**config.mk**
```make
export PLATFORM = sky130hd
export DESIGN_NAME = dram_axi_bridge_flat
export DESIGN_NICKNAME = d
export VERILOG_FILES = /design/src/rtl/dram_axi_bridge_if.sv /design/src/rtl/dram_axi_bridge.sv /design/src/flat_wrapper.sv
export SDC_FILE = /design/constraint.sdc
export NUM_CORES = 1
export LEC_CHECK = 0
export CORE_ASPECT_RATIO = 1.1
export CORE_MARGIN = 2
export CORE_UTILIZATION = 30
export CTS_CLUSTER_DIAMETER = 200
export CTS_CLUSTER_SIZE = 14
export DETAILED_ROUTE_END_ITERATION = 10
export MAX_ROUTING_LAYER = met4
export PLACE_DENSITY = 0.67
export RECOVER_POWER = 25
export SYNTH_ARGS = -nofsm -noshare
export SYNTH_HDL_FRONTEND = slang
export SYNTH_SLANG_ARGS = --single-unit
```
**constraint.sdc**
```tcl
create_clock -name clk -period 4.4 [get_ports clk]
set_input_delay 1.1 -clock clk [delete_from_list [all_inputs] [get_ports clk]]
set_output_delay 1.1 -clock clk [all_outputs]
set_load 0.05 [all_outputs]
```
**src/rtl/dram_axi_bridge_if.sv**
```systemverilog
// Bundles the LSU data-RAM request port and the single-beat AXI channels of the bridge.
// The master modport is the bridge itself; the slave modport is the LSU/interconnect side.
interface dram_axi_bridge_if;
  // LSU data-RAM port
  logic        data_ram_en;
  logic [3:0]  data_ram_wen;
  logic [31:0] data_ram_addr;
  logic [31:0] data_ram_wdata;
  logic [31:0] data_ram_rdata;
  logic        data_stall;
  // AXI read address / data
  logic [3:0]  arid;
  logic [31:0] araddr;
  logic [7:0]  arlen;
  logic [2:0]  arsize;
  logic [1:0]  arburst;
  logic        arvalid;
  logic        arready;
  logic [31:0] rdata;
  logic        rvalid;
  logic        rready;
  // AXI write address / data / response
  logic [3:0]  awid;
  logic [31:0] awaddr;
  logic [7:0]  awlen;
  logic [2:0]  awsize;
  logic [1:0]  awburst;
  logic        awvalid;
  logic        awready;
  logic [31:0] wdata;
  logic [3:0]  wstrb;
  logic        wlast;
  logic        wvalid;
  logic        wready;
  logic        bvalid;
  logic        bready;

  modport master (
    input  data_ram_en, data_ram_wen, data_ram_addr, data_ram_wdata,
    output data_ram_rdata, data_stall,
    output arid, araddr, arlen, arsize, arburst, arvalid,
    input  arready, rdata, rvalid,
    output rready,
    output awid, awaddr, awlen, awsize, awburst, awvalid,
    input  awready,
    output wdata, wstrb, wlast, wvalid,
    input  wready, bvalid,
    output bready
  );

  modport slave (
    output data_ram_en, data_ram_wen, data_ram_addr, data_ram_wdata,
    input  data_ram_rdata, data_stall,
    input  arid, araddr, arlen, arsize, arburst, arvalid,
    output arready, rdata, rvalid,
    input  rready,
    input  awid, awaddr, awlen, awsize, awburst, awvalid,
    output awready,
    input  wdata, wstrb, wlast, wvalid,
    output wready, bvalid,
    input  bready
  );
endinterface

```
**src/rtl/dram_axi_bridge.sv**
```systemverilog
// Turns each single-word SRAM-style LSU request into one AXI read or write transaction,
// stalling the pipeline until the transaction has completed.
module dram_axi_bridge #(
  parameter logic [31:0] PADDR_MASK = 32'h1FFF_FFFF
) (
  input logic              clk,
  input logic              rst,
  dram_axi_bridge_if.master bus
);

  typedef enum logic [2:0] {
    StIdle,
    StRdAddr,
    StRdData,
    StWrReq,
    StWrResp,
    StDone
  } state_e;

  state_e      r_state;
  state_e      w_state_nxt;
  logic [31:0] r_addr;
  logic [31:0] r_wdata;
  logic [3:0]  r_wen;
  logic [31:0] r_rdata;
  logic        r_aw_done;
  logic        r_w_done;

  logic        w_accept;
  logic        w_aw_hs;
  logic        w_w_hs;
  logic        w_r_hs;

  assign w_accept = (r_state == StIdle) && bus.data_ram_en;
  assign w_aw_hs  = bus.awvalid && bus.awready;
  assign w_w_hs   = bus.wvalid && bus.wready;
  assign w_r_hs   = bus.rvalid && bus.rready;

  // Single-beat, 32-bit INCR transactions with id 0
  assign bus.arid    = 4'd0;
  assign bus.arlen   = 8'd0;
  assign bus.arsize  = 3'd2;
  assign bus.arburst = 2'd1;
  assign bus.awid    = 4'd0;
  assign bus.awlen   = 8'd0;
  assign bus.awsize  = 3'd2;
  assign bus.awburst = 2'd1;
  assign bus.wlast   = 1'b1;

  assign bus.araddr         = r_addr;
  assign bus.awaddr         = r_addr;
  assign bus.wdata          = r_wdata;
  assign bus.wstrb          = r_wen;
  assign bus.data_ram_rdata = r_rdata;

  // State register, request latch, per-channel write completion and load data capture
  always_ff @(posedge clk or posedge rst) begin
    if (rst) begin
      r_state   <= StIdle;
      r_addr    <= 32'd0;
      r_wdata   <= 32'd0;
      r_wen     <= 4'd0;
      r_rdata   <= 32'd0;
      r_aw_done <= 1'b0;
      r_w_done  <= 1'b0;
    end else begin
      r_state <= w_state_nxt;
      if (w_accept) begin
        r_addr    <= bus.data_ram_addr & PADDR_MASK;
        r_wdata   <= bus.data_ram_wdata;
        r_wen     <= bus.data_ram_wen;
        r_aw_done <= 1'b0;
        r_w_done  <= 1'b0;
      end
      if (w_aw_hs) r_aw_done <= 1'b1;
      if (w_w_hs) r_w_done <= 1'b1;
      if (w_r_hs) r_rdata <= bus.rdata;
    end
  end

  // Next-state decode and channel valid/ready plus pipeline stall outputs
  always_comb begin
    w_state_nxt    = r_state;
    bus.arvalid    = 1'b0;
    bus.rready     = 1'b0;
    bus.awvalid    = 1'b0;
    bus.wvalid     = 1'b0;
    bus.bready     = 1'b0;
    bus.data_stall = 1'b1;
    unique case (r_state)
      StIdle: begin
        // Stall rises in the request cycle itself, no bubble
        bus.data_stall = bus.data_ram_en;
        if (bus.data_ram_en) begin
          w_state_nxt = (bus.data_ram_wen == 4'd0) ? StRdAddr : StWrReq;
        end
      end
      StRdAddr: begin
        bus.arvalid = 1'b1;
        if (bus.arready) w_state_nxt = StRdData;
      end
      StRdData: begin
        bus.rready = 1'b1;
        if (bus.rvalid) w_state_nxt = StDone;
      end
      StWrReq: begin
        // AW and W complete independently; move on once both have been accepted
        bus.awvalid = !r_aw_done;
        bus.wvalid  = !r_w_done;
        if ((r_aw_done || bus.awready) && (r_w_done || bus.wready)) w_state_nxt = StWrResp;
      end
      StWrResp: begin
        bus.bready = 1'b1;
        if (bus.bvalid) w_state_nxt = StDone;
      end
      StDone: begin
        // Release the pipeline; the still-held request is deliberately ignored here
        bus.data_stall = 1'b0;
        w_state_nxt    = StIdle;
      end
      default: begin
        w_state_nxt = StIdle;
      end
    endcase
  end

endmodule

```
**src/flat_wrapper.sv**
```systemverilog
// flat-port wrapper written by rule: the top's interface ports become plain ports
module dram_axi_bridge_flat 
#(
  parameter logic [31:0] PADDR_MASK = 32'h1FFF_FFFF
)
  (clk, rst, bus_data_ram_en, bus_data_ram_wen, bus_data_ram_addr, bus_data_ram_wdata, bus_data_ram_rdata, bus_data_stall, bus_arid, bus_araddr, bus_arlen, bus_arsize, bus_arburst, bus_arvalid, bus_arready, bus_rdata, bus_rvalid, bus_rready, bus_awid, bus_awaddr, bus_awlen, bus_awsize, bus_awburst, bus_awvalid, bus_awready, bus_wdata, bus_wstrb, bus_wlast, bus_wvalid, bus_wready, bus_bvalid, bus_bready);
  dram_axi_bridge_if bus_i ();
  input logic clk;
  input logic rst;
  input wire logic [$bits(bus_i.data_ram_en)-1:0] bus_data_ram_en;
  input wire logic [$bits(bus_i.data_ram_wen)-1:0] bus_data_ram_wen;
  input wire logic [$bits(bus_i.data_ram_addr)-1:0] bus_data_ram_addr;
  input wire logic [$bits(bus_i.data_ram_wdata)-1:0] bus_data_ram_wdata;
  output wire logic [$bits(bus_i.data_ram_rdata)-1:0] bus_data_ram_rdata;
  output wire logic [$bits(bus_i.data_stall)-1:0] bus_data_stall;
  output wire logic [$bits(bus_i.arid)-1:0] bus_arid;
  output wire logic [$bits(bus_i.araddr)-1:0] bus_araddr;
  output wire logic [$bits(bus_i.arlen)-1:0] bus_arlen;
  output wire logic [$bits(bus_i.arsize)-1:0] bus_arsize;
  output wire logic [$bits(bus_i.arburst)-1:0] bus_arburst;
  output wire logic [$bits(bus_i.arvalid)-1:0] bus_arvalid;
  input wire logic [$bits(bus_i.arready)-1:0] bus_arready;
  input wire logic [$bits(bus_i.rdata)-1:0] bus_rdata;
  input wire logic [$bits(bus_i.rvalid)-1:0] bus_rvalid;
  output wire logic [$bits(bus_i.rready)-1:0] bus_rready;
  output wire logic [$bits(bus_i.awid)-1:0] bus_awid;
  output wire logic [$bits(bus_i.awaddr)-1:0] bus_awaddr;
  output wire logic [$bits(bus_i.awlen)-1:0] bus_awlen;
  output wire logic [$bits(bus_i.awsize)-1:0] bus_awsize;
  output wire logic [$bits(bus_i.awburst)-1:0] bus_awburst;
  output wire logic [$bits(bus_i.awvalid)-1:0] bus_awvalid;
  input wire logic [$bits(bus_i.awready)-1:0] bus_awready;
  output wire logic [$bits(bus_i.wdata)-1:0] bus_wdata;
  output wire logic [$bits(bus_i.wstrb)-1:0] bus_wstrb;
  output wire logic [$bits(bus_i.wlast)-1:0] bus_wlast;
  output wire logic [$bits(bus_i.wvalid)-1:0] bus_wvalid;
  input wire logic [$bits(bus_i.wready)-1:0] bus_wready;
  input wire logic [$bits(bus_i.bvalid)-1:0] bus_bvalid;
  output wire logic [$bits(bus_i.bready)-1:0] bus_bready;
  assign bus_i.data_ram_en = bus_data_ram_en;
  assign bus_i.data_ram_wen = bus_data_ram_wen;
  assign bus_i.data_ram_addr = bus_data_ram_addr;
  assign bus_i.data_ram_wdata = bus_data_ram_wdata;
  assign bus_data_ram_rdata = bus_i.data_ram_rdata;
  assign bus_data_stall = bus_i.data_stall;
  assign bus_arid = bus_i.arid;
  assign bus_araddr = bus_i.araddr;
  assign bus_arlen = bus_i.arlen;
  assign bus_arsize = bus_i.arsize;
  assign bus_arburst = bus_i.arburst;
  assign bus_arvalid = bus_i.arvalid;
  assign bus_i.arready = bus_arready;
  assign bus_i.rdata = bus_rdata;
  assign bus_i.rvalid = bus_rvalid;
  assign bus_rready = bus_i.rready;
  assign bus_awid = bus_i.awid;
  assign bus_awaddr = bus_i.awaddr;
  assign bus_awlen = bus_i.awlen;
  assign bus_awsize = bus_i.awsize;
  assign bus_awburst = bus_i.awburst;
  assign bus_awvalid = bus_i.awvalid;
  assign bus_i.awready = bus_awready;
  assign bus_wdata = bus_i.wdata;
  assign bus_wstrb = bus_i.wstrb;
  assign bus_wlast = bus_i.wlast;
  assign bus_wvalid = bus_i.wvalid;
  assign bus_i.wready = bus_wready;
  assign bus_i.bvalid = bus_bvalid;
  assign bus_bready = bus_i.bready;
  dram_axi_bridge #(.PADDR_MASK(PADDR_MASK)) u_core (.clk(clk), .rst(rst), .bus(bus_i));
endmodule
```
# Yosys cells after proc, flatten, opt, wreduce, memory -nomap -nowiden
# Cells that the tools add are included.
# word_totals
latch_bits,0
regBits,102
memories,0
input_bits,108
romBits,0
ram_bits,0
out_inout_bits,173
# classes
add_sub_neg,0
div,0
magnitude_cmp,0
n_shift,0
mux,16
n_reduce_logical,14
n_bitwise,0
eq_ne,10
multipliers,0
# op_table
operator,count
3-bit 2-to-1 mux,5
3-bit one-hot mux with 5 select lines,1
1-bit 2-to-1 mux,8
2-bit != test (second input constant),4
3-bit by 2-bit == test with 1-bit output (second input constant),2
3-bit == test (second input constant),2
1-bit logical AND,5
5-bit AND reduction,1
4-bit zero test,1
2-bit nonzero test,2
3-bit by 1-bit == test with 1-bit output (second input constant),1
3-bit zero test,1
1-bit zero test,2
1-bit logical OR,2
2-bit 2-to-1 mux,1
2-bit by 1-bit != test with 1-bit output (second input constant),1
1-bit one-hot mux with 2 select lines,1

# Depth between registers and ports, before layout
# Gate-level depths: netlist of run 1.
# logic_depth
word_depth,4
ltp_mapped,7
mapped_depth_nobuf,3

# Least setup slack after synthesis of run 1
# OpenSTA, ideal clock, no wires.
# synth_path
path_type,flip-flop to output port
start,register u_core.r_state[0]
end,output bus_bready
n_path_buf,1
required_ns,3.300
slack_ns,1.529
arrival_ns,1.771
stages_incl_launch_ff,3
cell_sequence,dfrtp_1 -> clkbuf_1 -> nor3_1
# synth_between
elab_chain_len,2
# synth_rtl
item,line_no,rtl
"start, declared",dram_axi_bridge.sv:20,state_e r_state;
"start signal, assigned",dram_axi_bridge.sv:59,r_state <= StIdle;
"start signal, assigned",dram_axi_bridge.sv:67,r_state <= w_state_nxt;
3-bit == test,dram_axi_bridge.sv:90,unique case (r_state)
1-bit 2-to-1 mux,dram_axi_bridge.sv:90,
"end, declared",flat_wrapper.sv:39,output wire logic [$bits(bus_i.bready)-1:0] bus_bready;
# Every way passes these cells.

# Worst setup path in the final report of run 1
# layout_path
start,input bus_data_ram_en
end,output bus_data_stall
# layout_between
elab_chain_len,1
# layout_rtl
item,line_no,rtl
"start, declared",flat_wrapper.sv:10,input wire logic [$bits(bus_i.data_ram_en)-1:0] bus_data_ram_en;
1-bit one-hot mux with 2 select lines,dram_axi_bridge.sv:90,
"end, declared",flat_wrapper.sv:15,output wire logic [$bits(bus_i.data_stall)-1:0] bus_data_stall;
# Every way passes these cells.

==> results of run 1 <==
## through the flow
stage	hold slack, ps	setup WS (ps)
2_1_floorplan	496	625
3_3_place_gp	458	509
3_5_place_dp	462	513
4_1_cts	480	513
5_1_grt	500	232
6_report	476	510
## routing by layer
layer  up-vias  routed length (um)  track usage (%)
met5         -                   0                -
met1      1752                4730             17.9
li1       1708                   -                -
met3        18                 688             2.80
met2       151                6340             26.6
met4         0                 276             6.40
## area by class of cell
type | count | area share, %
Sequential cell | 102 | 36.6
Tap cell | 196 | 3.52
Clock inverter | 5 | 0.808
Antenna cell | 1 | 0.0359
Multi-Input combinational cell | 298 | 20.8
Timing Repair Buffer | 241 | 34.4
Clock buffer | 11 | 3.63
Inverter | 3 | 0.179
## cells by family after synthesis
family	Yosys count
DFF	102
muxes	33
and+or+nand+nor	211
buffers and inverters	94
other	2
AOI/OAI and AO/OA	13
## path summary, 6_finish.rpt
kind,to,cells past startpoint
min,u_core.bus.wdata[14],2
min in group asynchronous,u_core.bus.data_ram_rdata[3],3
min reg2reg,u_core.bus.wdata[14],2
max in group asynchronous,u_core.bus.wdata[18],3
max,bus_data_stall,5
max reg2reg,u_core.bus.wdata[1],4
## worst max-delay path: cells and delay by family
kind            cells  cell delay, ps
compound gates      1              60
buf+inv             2            1180
simple gates        2             450
## flip-flops by register name (all words and copies together) (netlist names)
| name | cells |
|---|---|
| u_core.bus.data_ram_rdata | 32 |
| u_core.bus.wdata | 32 |
| u_core.bus.araddr | 29 |
| u_core.bus.wstrb | 4 |
| u_core.r_state | 3 |
| u_core.r_aw_done | 1 |
| u_core.r_w_done | 1 |
## layout by cell type (no fill, tap or decap), types with 2 or more instances in the layout
cell type / n
clkdlybuf4s50_1: 235
nand2_1: 196
dfrtp_1: 102
conb_1: 41
mux2_2: 31
clkbuf_16: 9
nor2_1: 5
buf_4: 4
o21ai_0: 3
inv_1: 2
a21oi_1: 2
o22ai_1: 2
nor3_1: 2
a22o_1: 2
clkbuf_8: 2
clkinv_2: 2
==> results.md, run 1 <==
* Outcome: finished with violations
* Violated checks: capacitance limit, slew limit
* EDFF count, synth at 0
* Via count at between 3000 and 4000
* # hold bufs at CTS at 0
* Iteration-0 DRC Markers at 134
* Largest net degree at the start of global routing at around 100
* Gp weighted congestion at approximately 0.71
* Post-synth top area share at 56.5%
* Area taken by multi-input logic gates at roughly 1500 um^2
* DRC violations left at 0
* Adder and majority cell fraction of the synthesized area at 0%
* Postcts setup bufs at 0
* Final Max Slew Viols at 103
* Later-pin clock latency in the skew report at about 340 ps
* DPL Wire Length at just under 9000 um
* Max transition margin at -68.9%
* Top Ports at approximately 280
* CP max stage delay at 720 ps
* XOR/XNOR share of the synthesized area at 0%
* First-pass GRT wire length at ~19000 um
* Fin cells at approximately 860
* Worst-path fanout max at 4
* Num Clock Sinks at 102
* Number of global-route vias before repair at between 3000 and 4000
* Clock Skew at about 7.6 ps
* Synth-to-layout area growth at 54.3%
* CP dominant cell by count: clkdlybuf4s50_1
* Placed cell area at roughly 6700 um^2
* Worst Setup SP: bus_data_ram_en
* Core ar. at 14900 um^2
* Final nets at ~760
* Die Span X at roughly 120 um
* Placed cells at between 800 and 900
* RSZ-0062 raised after global routing: no
* Share of cells above drive strength 1 at under 10%
* # setup viols final at 0
* Initial antenna violation count at 1
* Syn avg cell area at between 9 and 10 um^2
* Slew @ Worst Pin at 2530 ps
* Post_cts resized at 0
* Synth Area in Compound Gates at under 10%
* Min-delay src: u_core.bus.wdata[14]
* Synth cell types at 29
* Setup TNS at 0 ps
* WP data arrival at 2790 ps
* Reg clk slew, reported paths at 60 ps
* Port Buffers at between 200 and 250
* Num rows at 47
* Global-route total usage across every layer at between 15 and 20%
* Seq/Total Area, Yosys at a little under three fifths
* Worst setup SP type: input port
* Critical path capture point type: primary output
* Max Cap Viol at 1
* Period utilisation layout at approximately nine tenths
* Final hold viol count at 0
* Synth Warn # at 0
* Drt wl/cell at ~14 um
* Root buffer cell: clkbuf_16
* Routed Antenna Nets at 0
* Final instance area at roughly 7000 um^2
* Reg2reg setup slack at 1990 ps
* Post-Syn Instances at about 460
* CTS Buf Count at 9
* Initial core utilization at 30.4%
* Grt ovf at 0
* DRT Wirelength at around 12000 um
* Synth cell count leaders: nand2_1 (196), dfrtp_1 (102), buf_4 (73), mux2_2 (31), buf_2 (7)
* Prevailing post-synth register cell: dfrtp_1
* Vias/cell at 4.23
* Largest family of logic cells by synthesized area: simple AND/OR/NAND/NOR gates
* Post-synthesis mux area share at 8.19%
* Maximum buffer depth of the clock tree at 2
* #FFs+latches synth at around 100
* Worst r2r src: u_core.r_state[0]
* Post-synthesis cell area at roughly 4500 um^2
* Die Ht at around 130 um
* Fillcell total at between 1000 and 1500
* Drt pass-1 iters at 4
* Cell chain of the critical path: clkdlybuf4s50_1, nor3_1, a21oi_1, or2_2, clkdlybuf4s50_1
* Area contributors post-synth: dfrtp_1 (56%), nand2_1 (16%), buf_4 (12%)
* Async SR Flop Fraction at between 90% and 100%
* Post-synth top area cell: dfrtp_1
* DIE AREA at 16100 um^2
* Simple-Gate Fraction of Synth Area at roughly 18%
* CTS tree: done
* # H-tree levels at 3
* Hold crit path type: reg2reg
* Tmin final at between 3000 and 4000 ps
* WS Path Type: in2out
* Most common cell in the netlist: nand2_1
* Highest Clock Rate at roughly 0.26 GHz
* Reg area at between 2000 and 3000 um^2
* Post-layout util at 46.9%
* CP max stage cell: clkdlybuf4s50_1
* Critical Path RT at 3300 ps
Power of run 1 is left out: the tool's default activity adds up to more than one toggle a clock period on the data nets, which glitch-free logic cannot reach.
==> run 2, diff against run 1 <==
- PLACE_DENSITY: 0.67 -> 0.78
- clock period: 4.4 -> 4.7 ns (I/O delays scaled with it)
==> run 2 against run 1 <==
Net effect: the flow still finishes with violations (capacitance limit, slew limit); hold slack got worse by 3.5 ps; cell area is essentially flat; global-route usage is 0.77 points lower; flip-flop and latch count did not move; clock skew shrank 2.4 ps; via count is 2.4% lower; highest routed layer unchanged; non-clock buffer count unchanged; die area unchanged; sequential share of layout area is essentially flat; cell count is 0.12% lower; setup slack improved by 64 ps.
==> results.md, run 2 (synthesized netlist as in run 1, its figures left out) <==
* Reg2reg setup slack at 2220 ps
* Final hold viol count at 0
* Worst Hold Depth at 2
* DRC violations left at 0
* Worst reg2reg endpoint: u_core.bus.wdata[10]
* Routed Antenna Nets at 0
* Synth-to-layout area growth at 54.4%
* Drt wl/cell at 13.5 um
* Later-pin clock latency in the skew report at approximately 340 ps
* Worst setup SP type: input port
* Critical Path RT at around 3500 ps
* Initial core utilization at 30.4%
* Maximum buffer depth of the clock tree at 2
* Hold Crit Endpoint: u_core.bus.wdata[9]
* Reg clk slew, reported paths at 70 ps
* DPL Wire Length at 8570 um
* First-pass GRT wire length at 17900 um
* Final nets at 763
* Vias/cell at between 4 and 5
* Max transition margin at -45.5%
* Worst-path fanout max at 4
* WP data arrival at 2950 ps
* RSZ-0062 raised after global routing: no
* Tmin final at just over 4000 ps
* Share of cells above drive strength 1 at under 10%
* Met3 global-route usage at between 2 and 3%
* CTS tree: done
* CP max stage delay at around 700 ps
* Final Max Slew Viols at 48
* Postcts setup bufs at 0
* Grt ovf at 0
* DRT Wirelength at between 10000 and 15000 um
* Port Buffers at 236
* Hold crit path type: reg2reg
* Largest delay share family, worst path: buffers and inverters
* Clock Skew at just over 5 ps
* Num Clock Sinks at ~100
* Setup TNS at 0 ps
* # hold bufs at CTS at 0
* Commonest non-fill, non-tap cell in the layout: clkdlybuf4s50_1
* Slew @ Worst Pin at 2170 ps
* Commonest cells after routing, fill and taps aside: clkdlybuf4s50_1 (234), nand2_1 (196), dfrtp_1 (102)
* Max Cap Viol at 1
* Core ar. at between 10000 and 15000 um^2
* Critical path capture point type: primary output
* Post_cts resized at 0
* Min-delay src: u_core.bus.wdata[9]
* Root buffer cell: clkbuf_16
* Cell chain of the critical path: dlygate4sd3_1, nor3_1, a21oi_1, or2_2, clkdlybuf4s50_1
* Die Span X at approximately 120 um
* Drt pass-1 iters at 4
* Period utilisation layout at 87.8%
* Worst r2r src: u_core.r_state[0]
* Number of diodes at 0
* WS Path Type: in2out
* Met1 usage at ~17%
* Initial antenna violation count at 0
* Die Ht at about 130 um
* Num rows at 47
* # setup viols final at 0
* Iteration-0 DRC Markers at roughly 150
* FF-to-FF path depth at 4
* Violated checks: capacitance limit, slew limit
* Number of global-route vias before repair at 3454
* Layer carrying the most global-route usage: met2
* Outcome: finished with violations
* Via count at 3542
* DIE AREA at between 15000 and 20000 um^2
* Global-route total usage across every layer at roughly 15%
* # H-tree levels at 3
* Largest net degree at the start of global routing at 59
* Gp weighted congestion at 0.741
* Top Ports at roughly 280
* Met2 Use GR at between 20% and 30%
* CP max stage cell: clkdlybuf4s50_1
* CTS Buf Count at 9
* Buf/Inv on CP at 2
* Highest Clock Rate at 0.242 GHz
## run 2: tightest hold or removal path, stage by stage (launching register included)
cell	delay (ps)
dfrtp_1	340
nand2_1	50
nand2_1	50
## run 2: per-layer routing
layer | up-vias | wire [um]
li1 | 1714 | -
met1 | 1673 | 4700
met2 | 142 | 5910
met3 | 13 | 753
met4 | 0 | 223
met5 | - | 0
## run 2: worst max-delay path by stage
stage                                from                   end  slack [ps]  cells past startpoint
after floorplan                       rst  u_core.bus.araddr[0]         850                      1
after global placement    bus_data_ram_en        bus_data_stall         710                      5
after detailed placement  bus_data_ram_en        bus_data_stall         710                      5
after CTS                 bus_data_ram_en        bus_data_stall         700                      5
after global routing      bus_data_ram_en        bus_data_stall         490                      5
final                     bus_data_ram_en        bus_data_stall         570                      5
## run 2: final cells by class
cell class | count | area, um^2
fillers | 1389 | 7900
flip-flops and latches | 102 | 2550
repair buffers | 241 | 2420
multi-input cells | 298 | 1450
clock buffers | 14 | 274
well taps | 196 | 245
clock inverters | 2 | 15.0
inverters | 3 | 12.5
## run 2: per-stage QoR
stage          setup WS (ps)  util (%)  hold slack [ps]  std cells  area (um^2)
4_1_cts                  701      46.9              478        856         6980
3_5_place_dp             706      45.0              461        840         6690
5_1_grt                  491      46.9              488        856         6980
2_1_floorplan            850         -              496        494         4670
6_report                 574      46.9              473        856         6980
3_3_place_gp             708      45.0              457        840         6690
Power of run 2 is left out for the same reason.
==> run 3, diff against run 2 <==
- DONT_BUFFER_PORTS: not set -> 1
- PLACE_DENSITY: 0.78 -> 0.54
==> run 3 against run 2 <==
Net effect: the run still ends with capacitance limit, slew limit left; global-route usage fell by 2.6 points; cell area fell by 34%; clock-buffer cell count fell by 3; maximum frequency rose by 19%; sequential share of layout area rose by 19 points; largest cell class unchanged; highest routed layer unchanged; flip-flop and latch count did not move; critical path depth fell by 4; non-clock buffer count fell by 236.
==> results.md, run 3 (synthesized netlist as in run 1, its figures left out) <==
* Commonest non-fill, non-tap cell in the layout: nand2_1
* DPL Wire Length at about 7000 um
* Synth-to-layout area growth at 1.63%
* Vias/cell at ~4.3
* Top Ports at between 200 and 300
* Critical Path RT at between 3000 and 4000 ps
* First-pass GRT wire length at roughly 15000 um
* Period utilisation layout at between 70% and 80%
* # setup viols final at 0
* Root buffer cell: clkbuf_16
* Core ar. at roughly 15000 um^2
* # hold bufs at CTS at 0
* Port Buffers at 0
* Worst Hold Depth at 1
* CTS tree: done
* Critical path capture point type: primary output
* Outcome: finished with violations
* Setup TNS at 0 ps
* Worst setup SP type: flop
* DIE AREA at ~16000 um^2
* Top routing layer used: met4
* Buf/Inv on CP at 0
* Placed cells at about 600
* CP max stage delay at roughly 1400 ps
* Postcts setup bufs at 0
* Initial antenna violation count at 0
* Slew @ Worst Pin at around 2700 ps
* Grt ovf at 0
* Share of cells above drive strength 1 at between 10% and 20%
* Iteration-0 DRC Markers at 95
* Max transition margin at -83.1%
* Final nets at approximately 530
* Placed cell area at 4310 um^2
* Largest delay share family, worst path: simple AND/OR/NAND/NOR gates
* CTS Buf Count at 9
* Via count at between 2000 and 3000
* Num rows at between 40 and 50
* Routed Antenna Nets at 0
* Met1 wire length at 3720 um
* Commonest cells after routing, fill and taps aside: nand2_1 (196), dfrtp_1 (102), conb_1 (41)
* Number of diodes at 0
* Die Ht at roughly 130 um
* DRT Wirelength at 9650 um
* Die Span X at 121 um
* Hold crit path type: reg2reg
* Reg2reg setup slack at between 1500 and 2000 ps
* WP data arrival at roughly 2300 ps
* Drt pass-1 iters at 4
* RSZ-0062 raised after global routing: no
* Highest Clock Rate at 0.289 GHz
* Fin cells at approximately 620
* Reg clk slew, reported paths at 70 ps
* Num Clock Sinks at between 100 and 150
* Met2 WL at about 4800 um
* # H-tree levels at 3
* Post-layout util at between 30% and 40%
* FF-to-FF path depth at 4
* Initial core utilization at 30.4%
* WS Path Type: reg2out
* Final instance area at around 4600 um^2
* Final Max Slew Viols at slightly below 90
* Worst-path fanout max at 16
* Number of global-route vias before repair at ~2800
* Gp weighted congestion at ~0.69
* Global-route total usage across every layer at about 12%
* Fillcell total at roughly 1600
* Post_cts resized at 0
* CP Depth at 1
* Tmin final at 3470 ps
* Max Cap Viol at 3
* Drt wl/cell at about 16 um
* CP max stage cell: nor3_1
* Largest net degree at the start of global routing at 74
* Cell chain of the critical path: nor3_1
* Later-pin clock latency in the skew report at ~340 ps
* Maximum buffer depth of the clock tree at 2
* Clock Skew at 7.34 ps
* DRC violations left at 0
* Final hold viol count at 0
* Detailed route wirelength on metal3 at 984 um
* Violated checks: capacitance limit, slew limit
[run 3: cell count changes in the layout (fill, tap and decap cells not counted), sizes merged]
| cell | previous run | this run |
|---|---|---|
| clkinv | 0 | 1 |
| bufinv | 0 | 2 |
| clkdlybuf4s50 | 234 | 0 |
| inv | 2 | 3 |
| dlygate4sd3 | 2 | 0 |
| clkinvlp | 3 | 1 |
| clkbuf | 14 | 11 |
[run 3: worst paths after layout]
kind,start,to
max,u_core.r_state[0],bus_bready
min,u_core.r_aw_done,u_core.r_aw_done
max reg2reg,u_core.r_state[2],u_core.bus.data_ram_rdata[30]
min reg2reg,u_core.r_aw_done,u_core.r_aw_done
max in group asynchronous,rst,u_core.r_w_done
min in group asynchronous,rst,u_core.bus.data_ram_rdata[4]
[run 3: layout make-up]
cell class / instances / area (um^2) / share of cell area [%]
Sequential cell: 102 / 2550 / 55.6
Clock buffer: 11 / 233 / 5.07
Tap cell: 196 / 245 / 5.34
Clock inverter: 4 / 72.6 / 1.58
Inverter: 3 / 11.3 / 0.245
Multi-Input combinational cell: 298 / 1440 / 31.4
Timing Repair Buffer: 5 / 37.5 / 0.817
[run 3: per-stage QoR]
| step | hold slack [ps] | setup slack, ps |
|---|---|---|
| 2_1_floorplan | 496 | 850 |
| 3_5_place_dp | 530 | 1730 |
| 6_report | 538 | 1230 |
| 3_3_place_gp | 516 | 1740 |
| 5_1_grt | 571 | 859 |
| 4_1_cts | 545 | 1400 |
[run 3: routing by layer]
layer | vias to the layer above | GRT usage (%)
li1 | 1236 | -
met2 | 144 | 20.1
met3 | 16 | 5.17
met5 | - | -
met1 | 1270 | 12.8
met4 | 0 | 5.17
Power of run 3 is left out for the same reason.
